File: config.mk
export PLATFORM = sky130hd
export DESIGN_NAME = memory_bus_adapter
export DESIGN_NICKNAME = d
export VERILOG_FILES = /design/src/rtl/memory_bus_adapter.sv
export SDC_FILE = /design/constraint.sdc
export NUM_CORES = 1
export LEC_CHECK = 0
export CAP_MARGIN = 5
export CORE_MARGIN = 2
export CORE_UTILIZATION = 45
export CTS_CLUSTER_SIZE = 24
export DETAILED_ROUTE_END_ITERATION = 8
export GPL_TIMING_DRIVEN = 0
export PLACE_DENSITY = 0.8
export SLEW_MARGIN = 20
export SYNTH_ARGS = -nofsm -noshare
export SYNTH_HDL_FRONTEND = slang
export SYNTH_SLANG_ARGS = --single-unit
File: constraint.sdc
create_clock -name clock -period 6.4 [get_ports clock]
set_input_delay 1.28 -clock clock [delete_from_list [all_inputs] [get_ports clock]]
set_output_delay 1.28 -clock clock [all_outputs]
set_load 0.01 [all_outputs]
File: src/rtl/memory_bus_adapter.sv
// memory_bus_adapter
// Bridges the reservation unit's byte-addressed load/store handshake to a
// word-organised RAM with byte enables and a variable-latency ready.
// Misaligned accesses that cross a word boundary become two word accesses.
//
// Ports:
//   clock, reset          - rising-edge clock, synchronous active-high reset
//   memory_enable/_operation/_data_size/_address/_data_out
//                         - request side (held stable until memory_ready)
//   memory_ready          - one-cycle completion pulse
//   memory_data_in        - right-aligned, zero-filled load result (0 for stores)
//   ram_enable/_write/_address/_byte_enable/_write_data
//                         - RAM request, stable until ram_ready
//   ram_read_data, ram_ready
//                         - RAM response
module memory_bus_adapter #(
  parameter int unsigned SIZE = 32
) (
  input  logic              clock,
  input  logic              reset,
  input  logic              memory_enable,
  input  logic              memory_operation,
  input  logic [1:0]        memory_data_size,
  input  logic [SIZE-1:0]   memory_address,
  input  logic [SIZE-1:0]   memory_data_out,
  output logic              memory_ready,
  output logic [SIZE-1:0]   memory_data_in,
  output logic              ram_enable,
  output logic              ram_write,
  output logic [SIZE-3:0]   ram_address,
  output logic [3:0]        ram_byte_enable,
  output logic [SIZE-1:0]   ram_write_data,
  input  logic [SIZE-1:0]   ram_read_data,
  input  logic              ram_ready
);

  typedef enum logic [1:0] {StIdle, StFirst, StSecond, StRespond} state_e;

  state_e            state_q, state_d;
  logic              op_q, op_d;
  logic [2:0]        bytes_q, bytes_d;
  logic [1:0]        offset_q, offset_d;
  logic [SIZE-3:0]   word_addr_q, word_addr_d;
  logic [SIZE-1:0]   wdata_q, wdata_d;
  logic [SIZE-1:0]   word0_q, word0_d;
  logic [SIZE-1:0]   rdata_q, rdata_d;

  logic              split;
  logic [7:0]        mask_base, mask8;
  logic [2*SIZE-1:0] wide;
  logic [SIZE-1:0]   byte_mask, load_lo, load_hi, load_result;
  logic [4:0]        shamt;

  assign shamt = {offset_q, 3'b000};
  assign split = (({1'b0, offset_q} + bytes_q) > 3'd4);

  // Lane mask and shifted store data spanning two words; upper half feeds SECOND.
  always_comb begin
    mask_base = 8'h00;
    byte_mask = '0;
    case (bytes_q)
      3'd1: begin mask_base = 8'h01; byte_mask = SIZE'(32'h0000_00ff); end
      3'd2: begin mask_base = 8'h03; byte_mask = SIZE'(32'h0000_ffff); end
      3'd4: begin mask_base = 8'h0f; byte_mask = '1; end
      default: ;
    endcase
  end

  assign mask8 = mask_base << offset_q;
  assign wide  = {{SIZE{1'b0}}, wdata_q} << shamt;

  // In FIRST the incoming word is word0 (word1 = 0); in SECOND it is word1.
  assign load_lo     = (state_q == StSecond) ? word0_q : ram_read_data;
  assign load_hi     = (state_q == StSecond) ? ram_read_data : '0;
  assign load_result = SIZE'({load_hi, load_lo} >> shamt) & byte_mask;

  always_comb begin
    state_d     = state_q;
    op_d        = op_q;
    bytes_d     = bytes_q;
    offset_d    = offset_q;
    word_addr_d = word_addr_q;
    wdata_d     = wdata_q;
    word0_d     = word0_q;
    rdata_d     = rdata_q;
    case (state_q)
      StIdle: begin
        if (memory_enable) begin
          op_d        = memory_operation;
          offset_d    = memory_address[1:0];
          word_addr_d = memory_address[SIZE-1:2];
          wdata_d     = memory_data_out;
          case (memory_data_size)
            2'd0:    bytes_d = 3'd1;
            2'd1:    bytes_d = 3'd2;
            2'd2:    bytes_d = 3'd4;
            default: bytes_d = 3'd0;
          endcase
          if (memory_data_size == 2'd3) begin
            rdata_d = '0;
            state_d = StRespond;
          end else begin
            state_d = StFirst;
          end
        end
      end
      StFirst: begin
        if (ram_ready) begin
          word0_d = ram_read_data;
          if (split) begin
            state_d = StSecond;
          end else begin
            rdata_d = op_q ? '0 : load_result;
            state_d = StRespond;
          end
        end
      end
      StSecond: begin
        if (ram_ready) begin
          rdata_d = op_q ? '0 : load_result;
          state_d = StRespond;
        end
      end
      StRespond: state_d = StIdle;
      default:   state_d = StIdle;
    endcase
  end

  always_ff @(posedge clock) begin
    if (reset) begin
      state_q     <= StIdle;
      op_q        <= 1'b0;
      bytes_q     <= 3'd0;
      offset_q    <= 2'd0;
      word_addr_q <= '0;
      wdata_q     <= '0;
      word0_q     <= '0;
      rdata_q     <= '0;
    end else begin
      state_q     <= state_d;
      op_q        <= op_d;
      bytes_q     <= bytes_d;
      offset_q    <= offset_d;
      word_addr_q <= word_addr_d;
      wdata_q     <= wdata_d;
      word0_q     <= word0_d;
      rdata_q     <= rdata_d;
    end
  end

  // Outputs decode from state and captured request only, so they hold
  // steady across RAM wait cycles and never depend on ram_ready.
  always_comb begin
    memory_ready    = (state_q == StRespond);
    memory_data_in  = rdata_q;
    ram_enable      = 1'b0;
    ram_write       = 1'b0;
    ram_address     = '0;
    ram_byte_enable = 4'b0000;
    ram_write_data  = '0;
    if (state_q == StFirst) begin
      ram_enable      = 1'b1;
      ram_write       = op_q;
      ram_address     = word_addr_q;
      ram_byte_enable = op_q ? mask8[3:0] : 4'b0000;
      ram_write_data  = wide[SIZE-1:0];
    end else if (state_q == StSecond) begin
      ram_enable      = 1'b1;
      ram_write       = op_q;
      ram_address     = word_addr_q + 1'b1;
      ram_byte_enable = op_q ? mask8[7:4] : 4'b0000;
      ram_write_data  = wide[2*SIZE-1:SIZE];
    end
  end

endmodule

# After elaboration in Yosys (flattened, before gate mapping)
# Cells that the tools add are included.
[totals]
reg_bits = 134
inputBits = 103
out_inout_bits = 101
wordCells = 66
[classes]
add_sub_neg = 2
order_cmp = 1
n_eq_ne = 14
n_shift = 3
n_mux = 30
bitwise_logic = 1
n_reduce_logical = 7
[op_table]
columns = ["op", "n"]
rows = [
  ["two-way mux 32 bit", 10],
  ["one-hot mux 32 bit (3 select lines)", 2],
  ["<< shifter 32 x 5 -> 64 bit", 1],
  [">> shifter 64 x 5 -> 32 bit", 1],
  ["two-way mux 30 bit", 2],
  ["bitwise AND 32 bit", 1],
  ["adder 30 x 1 -> 30 bit, second input constant", 1],
  ["two-way mux 4 bit", 4],
  ["one-hot mux 4 bit (3 select lines)", 1],
  ["inequality test 2 bit, second input constant", 5],
  ["one-hot mux 3 bit (3 select lines)", 1],
  ["equality test 2 bit, second input constant", 4],
  ["two-way mux 2 bit", 4],
  ["one-hot mux 2 bit (4 select lines)", 1],
  ["<< shifter 8 x 2 -> 8 bit", 1],
  ["AND reduction 6 bit", 1],
  ["two-way mux 1 bit", 5],
  ["equality test 2 x 1 -> 1 bit, second input constant", 2],
  ["zero test 2 bit", 2],
  ["AND reduction 2 bit", 2],
  ["adder 2 x 3 -> 3 bit", 1],
  ["equality test 3 x 1 -> 1 bit, second input constant", 1],
  ["equality test 3 x 2 -> 1 bit, second input constant", 1],
  ["equality test 3 bit, second input constant", 1],
  ["3 further kinds", 3],
]

# Logic depth before layout (Yosys ltp)
# Gate-level depths: netlist of the first run.
[logic_depth]
word_depth = 8
ltp_mapped = 10
mapped_depth_nobuf = 8

# Least setup slack after synthesis of the first run
# Ideal clock, no wire load.
[synth_path]
path_type = "register -> output"
startpoint = "register state_q[1]"
endpoint = "output ram_address[18]"
arrival_time_ns = 1.864
path_slack_ns = 3.256
stages_incl_launch_ff = 9
n_path_buf = 1
path_cell_list = "dfxtp_1 -> inv_1 -> ha_1 -> buf_6 -> nand4b_1 -> nor3_1 -> nand4_1 -> xor2_1 -> nor2_1"
[synth_via]
elab_chain_cells = 3
elab_cells_between_ends = 4
[synth_lines]
columns = ["element", "line_no", "text"]
rows = [
  ["from (decl)", "39", "state_e state_q, state_d;"],
  ["from (signal assigned)", "131", "state_q <= StIdle;"],
  ["from (signal assigned)", "140", "state_q <= state_d;"],
  ["equality test 2 bit", "167", "end else if (state_q == StSecond) begin"],
  ["two-way mux 30 bit", "167", ""],
  ["two-way mux 30 bit *", "161", "if (state_q == StFirst) begin"],
  ["to (decl)", "30", "output logic [SIZE-3:0] ram_address,"],
]
# Every way passes the cells marked *; elsewhere a longest branch is shown, timed or not.

# Worst setup path after layout of the first run
[layout_path]
startpoint = "register state_q[0]"
endpoint = "output ram_byte_enable[0]"
[layout_via]
elab_chain_cells = 3
elab_cells_between_ends = 4
[layout_lines]
columns = ["element", "line_no", "text"]
rows = [
  ["equality test 2 bit", "167", ""],
  ["two-way mux 4 bit", "167", ""],
  ["two-way mux 4 bit *", "161", ""],
  ["to (decl)", "31", "output logic [3:0] ram_byte_enable,"],
]
# Marks and branches as above.

==> flow_metrics.tcl, run 1 <==
set metrics [dict create \
    ys_warn_count 0 \
    routed-via-count 8563 \
    synth_ff_type "dfxtp_1" \
    end_kind "primary output" \
    fin_util_pct 63.7 \
    cts_sinks 134 \
    wl_per_cell_um 19.3 \
    cp_max_fo 10 \
    crit_type "flip-flop to primary output" \
    slew_violations 0 \
    drive_above_1_share_pct 6.15 \
    postCtsHoldBufs 0 \
    worstPathArrival_ps 3370 \
    synthCells 1018 \
    grt_pass1_wl_mm 43.4 \
    grt_max_degree 17 \
    portBuffers 202 \
    coreArea_sq_mm 0.0166 \
    gp_congestion 0.989 \
    synth_nets 1129 \
    root_buffer "clkbuf_16" \
    htree_levels 4 \
    skew_ps 6.87 \
    synth.distinct_cells 56 \
    hold_class "flip-flop to flip-flop" \
    power_switching_mw 1.53 \
    grt_pass1_vias 7887 \
    status "finished clean" \
    cts_resized 0 \
    whs_path_depth 2 \
    fin_crit_ps 4650 \
    rows 47 \
    synth-edff-count 0 \
    ir_drop_mv 0.277 \
    syn_area_sq_mm 0.00771 \
    area_growth_pct 37.6 \
    clock_latency_ps 440 \
    async_flop_share_pct 0 \
    clk_pin_slew_ps 60 \
    start_kind "flip-flop" \
    setup_viol 0 \
    drc 0 \
    clock.fmax_ghz 0.215 \
    finalNetCount 1350 \
    fillers 1422 \
    antennaDiodeCount 0 \
    r2r_cells 10 \
    floorplan.initialDensity_pct 46.3 \
    clock_path_buffers 2 \
    worst_slew_pin_slew_ps 897 \
    hpwl_mm 20.5 \
    viasPerCell 5.82 \
    fin_tns_setup_ps 0 \
    combPwrFrac_pct 43.7 \
    die_area_sq_mm 0.0182 \
    gr-usage-all-layers_pct 31.0 \
    p_sw_share_pct 41.7 \
    powerDensity_mw_per_mm2 347 \
    ys_seq_area_share_pct 34.8 \
    cts_tree "built" \
    final-hold-violation-count 0 \
    wl_mm 28.4 \
    first_pass_iters 6 \
    syn_area_per_cell_sq_um 7.57 \
    drtIter0Drc 973 \
    fp.dieH_um 135 \
    numCtsBuffers 17 \
    p_seq_share_pct 28.9 \
    final_antenna_net_count 0 \
    final_common_cell "nand2_1" \
    r2r_slack_ps 3010 \
    grt_overflow 0 \
    final_cell_mix "nand2_1, clkdlybuf4s50_1, dfxtp_1" \
    maxSlewHeadroom_pct 40.0 \
    required_ps 5120 \
    p_int_mw 2.14 \
    pwr-share-clk_pct 27.4 \
    post_cts_buffers 0 \
    leakagePower_nw 3.63 \
    maxCapViolCount 0 \
    rsz0062_at_grt "no" \
    synth-seq-cells 134 \
    fp.dieW_um 135 \
    ios 204 \
    antenna_found_initial 0 \
    finalCritPeriodShare_pct 72.7 \
]
## worst max-delay path, stage by stage, from the launching register on
cell and delay [ps]:
dfxtp_1 330, inv_1 150, ha_1 170, buf_4 200, buf_4 270, buf_1 540
nand2b_1 170, o31ai_1 470, clkdlybuf4s50_1 620
## path summary, 6_finish.rpt
check / from / end
setup reg to reg: offset_q[1] / memory_data_in[15]
hold reg to reg: word0_q[28] / word0_q[28]
hold / removal: word0_q[28] / word0_q[28]
setup / recovery: state_q[0] / ram_byte_enable[0]
## power groups by stage
stage	clock, mW	sequential [mW]	combinational, mW
floorplan	0	1.04	0.998
global placement	0	1.07	1.53
detailed placement	0	1.07	1.55
CTS	1.00	1.06	1.56
global route	1.05	1.07	1.71
finish	1.01	1.06	1.61
## registers in the layout (all words and copies together) (netlist names)
signal,flops
bytes_q,3
memory_data_in,32
offset_q,2
op_q,1
state_q,2
wdata_q,32
word0_q,32
word_addr_q,30
## per-stage QoR
stage	worst slack, ps	cells	power (mW)	instance area, sq um	hold slack [ps]
6_report	1750	1472	3.68	10600	454
5_1_grt	1710	1472	3.83	10600	470
3_3_place_gp	2400	1440	2.60	10000	437
4_1_cts	1860	1472	3.62	10600	454
2_1_floorplan	3260	1018	2.04	7710	436
3_5_place_dp	2330	1440	2.62	10000	446
## cell usage after synthesis, drive strengths merged (2+ instances only)
cell	n	area, sq um
o21bai	2	15.0
o22ai	11	75.1
and2	5	31.3
o211ai	17	128
nand4	6	52.6
clkbuf	52	196
nor3b	3	33.8
a211oi	2	15.0
o21ai	49	245
nor3	13	81.3
mux2i	65	651
dfxtp	134	2680
inv	14	52.6
nand3	24	120
ha	7	87.6
or2	2	12.5
and4	3	26.3
nand2	280	1050
nand3b	3	22.5
a21oi	117	586
and3	18	113
xnor2	18	158
nand2b	4	25.0
mux4	8	180
o221ai	8	70.1
or3	2	12.5
nor2	57	221
nor4	6	37.5
buf	25	144
nor2b	4	25.0
a22o	10	87.6
nand4bb	2	38.8
mux2	8	90.1
a32oi	9	78.8
a22oi	16	120
xor2	6	52.6
## cell families (layout without fill, tap and decap cells)
group / count (synthesis) / count (layout) / share of synthesized area, %
adders and majority gates: 8 / 8 / 1.40
and+or+nand+nor: 434 / 434 / 25.0
xor gates and xnor gates: 24 / 24 / 2.73
buffers and inverters: 91 / 325 / 5.10
muxes: 81 / 81 / 11.9
AOI/OAI and AO/OA: 246 / 246 / 19.1
DFF: 134 / 134 / 34.8
## metal layers
metal  vias up  part of all wire, %  routed length [um]  global-route usage, %
li1       3994                    -                   -                      -
met1      3935                   41               11500                   41.5
met2       546                   45               12600                   48.3
met3        88                   12                3310                   7.39
met4         0                  3.3                 929                   12.1
met5         -                    0                   0                      0
## layout make-up
class                   count  area [sq um]  area share [%]
well taps                 220           275            2.60
multi-input cells         793          4630            43.7
flip-flops and latches    134          2680            25.3
repair buffers            202          2020            19.1
inverters                  14          52.6           0.496
plain buffers              77           340            3.21
clock buffers              19           453            4.27
clock inverters            13           146            1.38
Power figures use the tool's default switching activity.
==> run 2, diff against run 1 <==
- PLACE_DENSITY: 0.8 -> 0.83
- clock period: 6.4 -> 4.23 ns (I/O delays scaled with it)
==> flow_metrics.tcl, run 2 (synthesis results as in run 1) <==
set metrics [dict create \
    post_cts_buffers 0 \
    drc 0 \
    numCtsBuffers 17 \
    area_growth_pct 37.8 \
    combPwrFrac_pct 43.4 \
    rows 47 \
    floorplan.initialDensity_pct 46.3 \
    finalCritPeriodShare_pct 95.5 \
    grt_max_degree 17 \
    timing.hold.ws_ps 453 \
    ios 204 \
    p_sw_share_pct 40.7 \
    worst_slew_pin_slew_ps 792 \
    first_pass_iters 8 \
    finalNetCount 1350 \
    r2r_slack_ps 840 \
    crit_type "flip-flop to primary output" \
    fp.dieW_um 135 \
    root_buffer "clkbuf_16" \
    routed-via-count 8735 \
    fin_util_pct 63.8 \
    fin_crit_ps 4040 \
    setup_viol 0 \
    cts_tree "built" \
    drtIter0Drc 1119 \
    cp_max_fo 10 \
    die_area_sq_mm 0.0182 \
    clock.fmax_ghz 0.247 \
    viasPerCell 5.93 \
    final_common_cell "nand2_1" \
    required_ps 3380 \
    grt_pass1_vias 8003 \
    clk_pin_slew_ps 60 \
    place_area_sq_mm 0.0100 \
    coreArea_sq_mm 0.0166 \
    final-hold-violation-count 0 \
    gr-usage-all-layers_pct 30.4 \
    finalNonFillerCells 1472 \
    cts_resized 0 \
    end_kind "primary output" \
    p_seq_share_pct 28.7 \
    htree_levels 4 \
    ir_drop_mv 0.448 \
    clock_latency_ps 440 \
    wl_mm 28.6 \
    final_cell_mix "nand2_1, clkdlybuf4s50_1, dfxtp_1" \
    cts_sinks 134 \
    final_antenna_net_count 0 \
    dp_cells 1440 \
    antenna_found_initial 1 \
    gp_congestion 0.977 \
    powerDensity_mw_per_mm2 528 \
    drive_above_1_share_pct 5.99 \
    fin_tns_setup_ps 0 \
    p_int_mw 3.32 \
    maxSlewHeadroom_pct 46.8 \
    portBuffers 202 \
    slew_violations 0 \
    leakagePower_nw 3.65 \
    start_kind "flip-flop" \
    hpwl_mm 20.8 \
    grt_pass1_wl_mm 42.9 \
    fp.dieH_um 135 \
    skew_ps 6.96 \
    wl_per_cell_um 19.4 \
    maxCapViolCount 0 \
    rsz0062_at_grt "no" \
    postCtsHoldBufs 0 \
    pwr-share-clk_pct 27.9 \
    status "finished clean" \
    grt_overflow 0 \
    hold_class "flip-flop to flip-flop" \
    clock_path_buffers 2 \
    worstPathArrival_ps 3190 \
    power_switching_mw 2.28 \
    antennaDiodeCount 0 \
    finalInstanceArea_sq_mm 0.0106 \
]
## run 2: cell count changes in the layout (fill, tap and decap cells not counted), sizes merged
cell	change
inv	-4
clkinv	+5
clkinvlp	-3
bufinv	+2
## run 2: cell type report
class | count | area (sq um)
fill | 1461 | 6020
multi-input combinational | 793 | 4630
sequential | 134 | 2680
timing repair buffer | 202 | 2020
clock buffer | 19 | 433
buffer | 77 | 340
tap | 220 | 275
clock inverter | 13 | 181
inverter | 14 | 52.6
## run 2: power groups by stage
stage | Clock [mW] | Combinational [mW] | Sequential [mW]
5_1_grt | 1.62 | 2.59 | 1.63
3_3_place_gp | 0 | 2.31 | 1.62
3_5_place_dp | 0 | 2.34 | 1.63
2_1_floorplan | 0 | 1.51 | 1.57
6_report | 1.57 | 2.43 | 1.61
4_1_cts | 1.56 | 2.37 | 1.60
## run 2: per-layer routing
metal | share of wire (%) | GRT usage, %
met3 | 11 | 7.28
met4 | 3.5 | 12.6
met1 | 40 | 39.4
met2 | 46 | 48.6
met5 | 0 | 0
## run 2: final timing paths
check                  endpoint        start  depth (start not counted)
max reg2reg  memory_data_in[15]  offset_q[1]                         10
min reg2reg         word0_q[29]  word0_q[29]                          2
min                 word0_q[29]  word0_q[29]                          2
max          ram_byte_enable[0]   state_q[0]                          8
## run 2: worst max-delay path: stages (launching register included)
cell and delay [ps]:
dfxtp_1 330, inv_1 140, ha_1 180, buf_4 200, buf_4 260, buf_1 500
nand2b_1 160, o31ai_1 370, clkdlybuf4s50_1 610
## run 2: metrics by stage
step | setup slack (ps) | power [mW]
final | 189 | 5.61
after global routing | 51.7 | 5.83
after CTS | 221 | 5.53
after detailed placement | 697 | 3.97
after global placement | 685 | 3.93
after floorplan | 1520 | 3.08
==> edit: new RTL, config.mk and constraints of run 2 <==
The parameter `SIZE` goes from 32 to 16.
--- a/src/rtl/memory_bus_adapter.sv
+++ b/src/rtl/memory_bus_adapter.sv
@@ -14,7 +14,7 @@
 //   ram_read_data, ram_ready
 //                         - RAM response
 module memory_bus_adapter #(
-  parameter int unsigned SIZE = 32
+  parameter int unsigned SIZE = 16
 ) (
   input  logic              clock,
   input  logic              reset,
Ports: changed (6 resized); port bits go from 204 to 108. The function was not compared with the original's and may differ.
==> edit against run 2 <==
Synthesized cell count is 48% lower; worst setup slack gained 0.00059 ns; first-iteration DRC count down 77%; cell count decreased by 49%; final area decreased by 48%; hold slack improved by 0.0047 ns; wire length shrank 55%; clock power decreased by 61%; sequential cell count decreased by 64; total power fell by 52%; fmax barely moved; area after synthesis is 47% lower; critical path type unchanged.
==> edit: results (changes against run 2) <==
- Max-slew headroom: 32.7% (-14 points)
- GP Congestion: 0.927 (-5.2%)
- Worst reg2reg endpoint: memory_data_in[0]
- Syn_nets: 591 (-48%)
- H-tree depth: 3 (-1)
- Pwr/cell area: 496 mW/mm² (-6.1%)
- Placed instance area: 0.00526 mm² (-47%)
- CTS root buf: clkbuf_8
- Vias in the first global route: 4210 (-47%)
- VDD IR-drop max: 0.267 mV (-40%)
- Drt pass-1 iters: 5 (-3)
- Status: complete, no violations
- Register area share after synthesis: 34.5% (-0.31 points)
- Final nets: 708 (-48%)
- First-pass GRT wire length: 20.6 mm (-52%)
- Port bufs: 106 (-48%)
- Lkg Pwr: 1.87 nW (-49%)
- Setup Fix Bufs, Post-CTS: 0 (unchanged)
- Share of post-route cells with drive strength above 1: 6.00% (+0.0096 points)
- Top cells by count, synth: 121 x nand2_1, 70 x dfxtp_1, 68 x a21oi_1, 34 x clkbuf_1, 30 x mux2i_1
- Filler cells: 739 (-49%)
- Sequential power share: 30.5% (+1.8 points)
- Sw frac: 42.0% (+1.3 points)
- Initial antenna violation count: 0 (-1)
- Final wirelength: 13.0 mm (-55%)
- Clock Pin Slew Worst Setup and Hold Paths: 0.08 ns (+0.02 ns)
- Dpl hpwl: 9.24 mm (-56%)
- Clk Latency, worst-skew pair: 0.36 ns (-0.08 ns)
- Via count: 4374 (-50%)
- Clock power frac: 22.5% (-5.4 points)
- DR iter-0 viols: 254 (-77%)
- Skew final: 0.0103 ns (+0.00336 ns)
- Critical path startpoint: state_q[1]
- Smallest hold slack: 0.458 ns (+0.00466 ns)
- Drt wl/cell: 17.2 µm (-12%)
- HP Start: memory_data_in[14]
- Synth unique cells: 51 (-8.9%)
- Hold Path Sink: memory_data_in[14]
- Top cells by area, synth: dfxtp_1 34%, nand2_1 11%, a21oi_1 8.4%
- Overall routing resource usage: 26.3% (-4.1 points)
## edit: cell count changes after synthesis, moves of 16 or more
cell,before,now
clkbuf_1,51,34
dfxtp_1,134,70
nor2_1,56,27
o21ai_0,49,24
nand2_1,280,121
mux2i_1,65,30
a21oi_1,117,68
o211ai_1,17,1
## edit: worst max-delay path, stage by stage, from the launching register on
cell             delay, ns
dfxtp_1               0.35
inv_1                 0.11
ha_1                  0.43
clkbuf_1              0.43
and2b_1               0.27
a21oi_2               0.12
nor2_2                0.35
a22o_1                0.23
clkdlybuf4s50_1       0.54
## edit: per-layer routing
metal | wire, µm | up-vias | global-route usage [%]
met3 | 1370 | 40 | 7.23
li1 | - | 2067 | -
met4 | 380 | 0 | 10.1
met2 | 5910 | 274 | 43.6
met5 | 0 | - | 0
met1 | 5350 | 1993 | 32.5
## edit: cell families after synthesis
| family | count (synthesis) | share of synthesized area [%] |
|---|---|---|
| xor gates and xnor gates | 13 | 2.80 |
| and+or+nand+nor | 218 | 25.1 |
| DFF | 70 | 34.5 |
| adders and majority gates | 8 | 2.65 |
| buffers and inverters | 49 | 5.08 |
| AOI/OAI and AO/OA | 140 | 22.5 |
| muxes | 30 | 7.39 |
## edit: cell type report
| cell class | count | area, µm² | area share, % |
|---|---|---|---|
| Buffer | 41 | 176 | 3.22 |
| Inverter | 8 | 30.0 | 0.548 |
| Tap cell | 108 | 135 | 2.47 |
| Timing Repair Buffer | 106 | 1060 | 19.4 |
| Clock buffer | 9 | 124 | 2.26 |
| Sequential cell | 70 | 1400 | 25.6 |
| Clock inverter | 7 | 97.6 | 1.78 |
| Multi-Input combinational cell | 409 | 2450 | 44.8 |
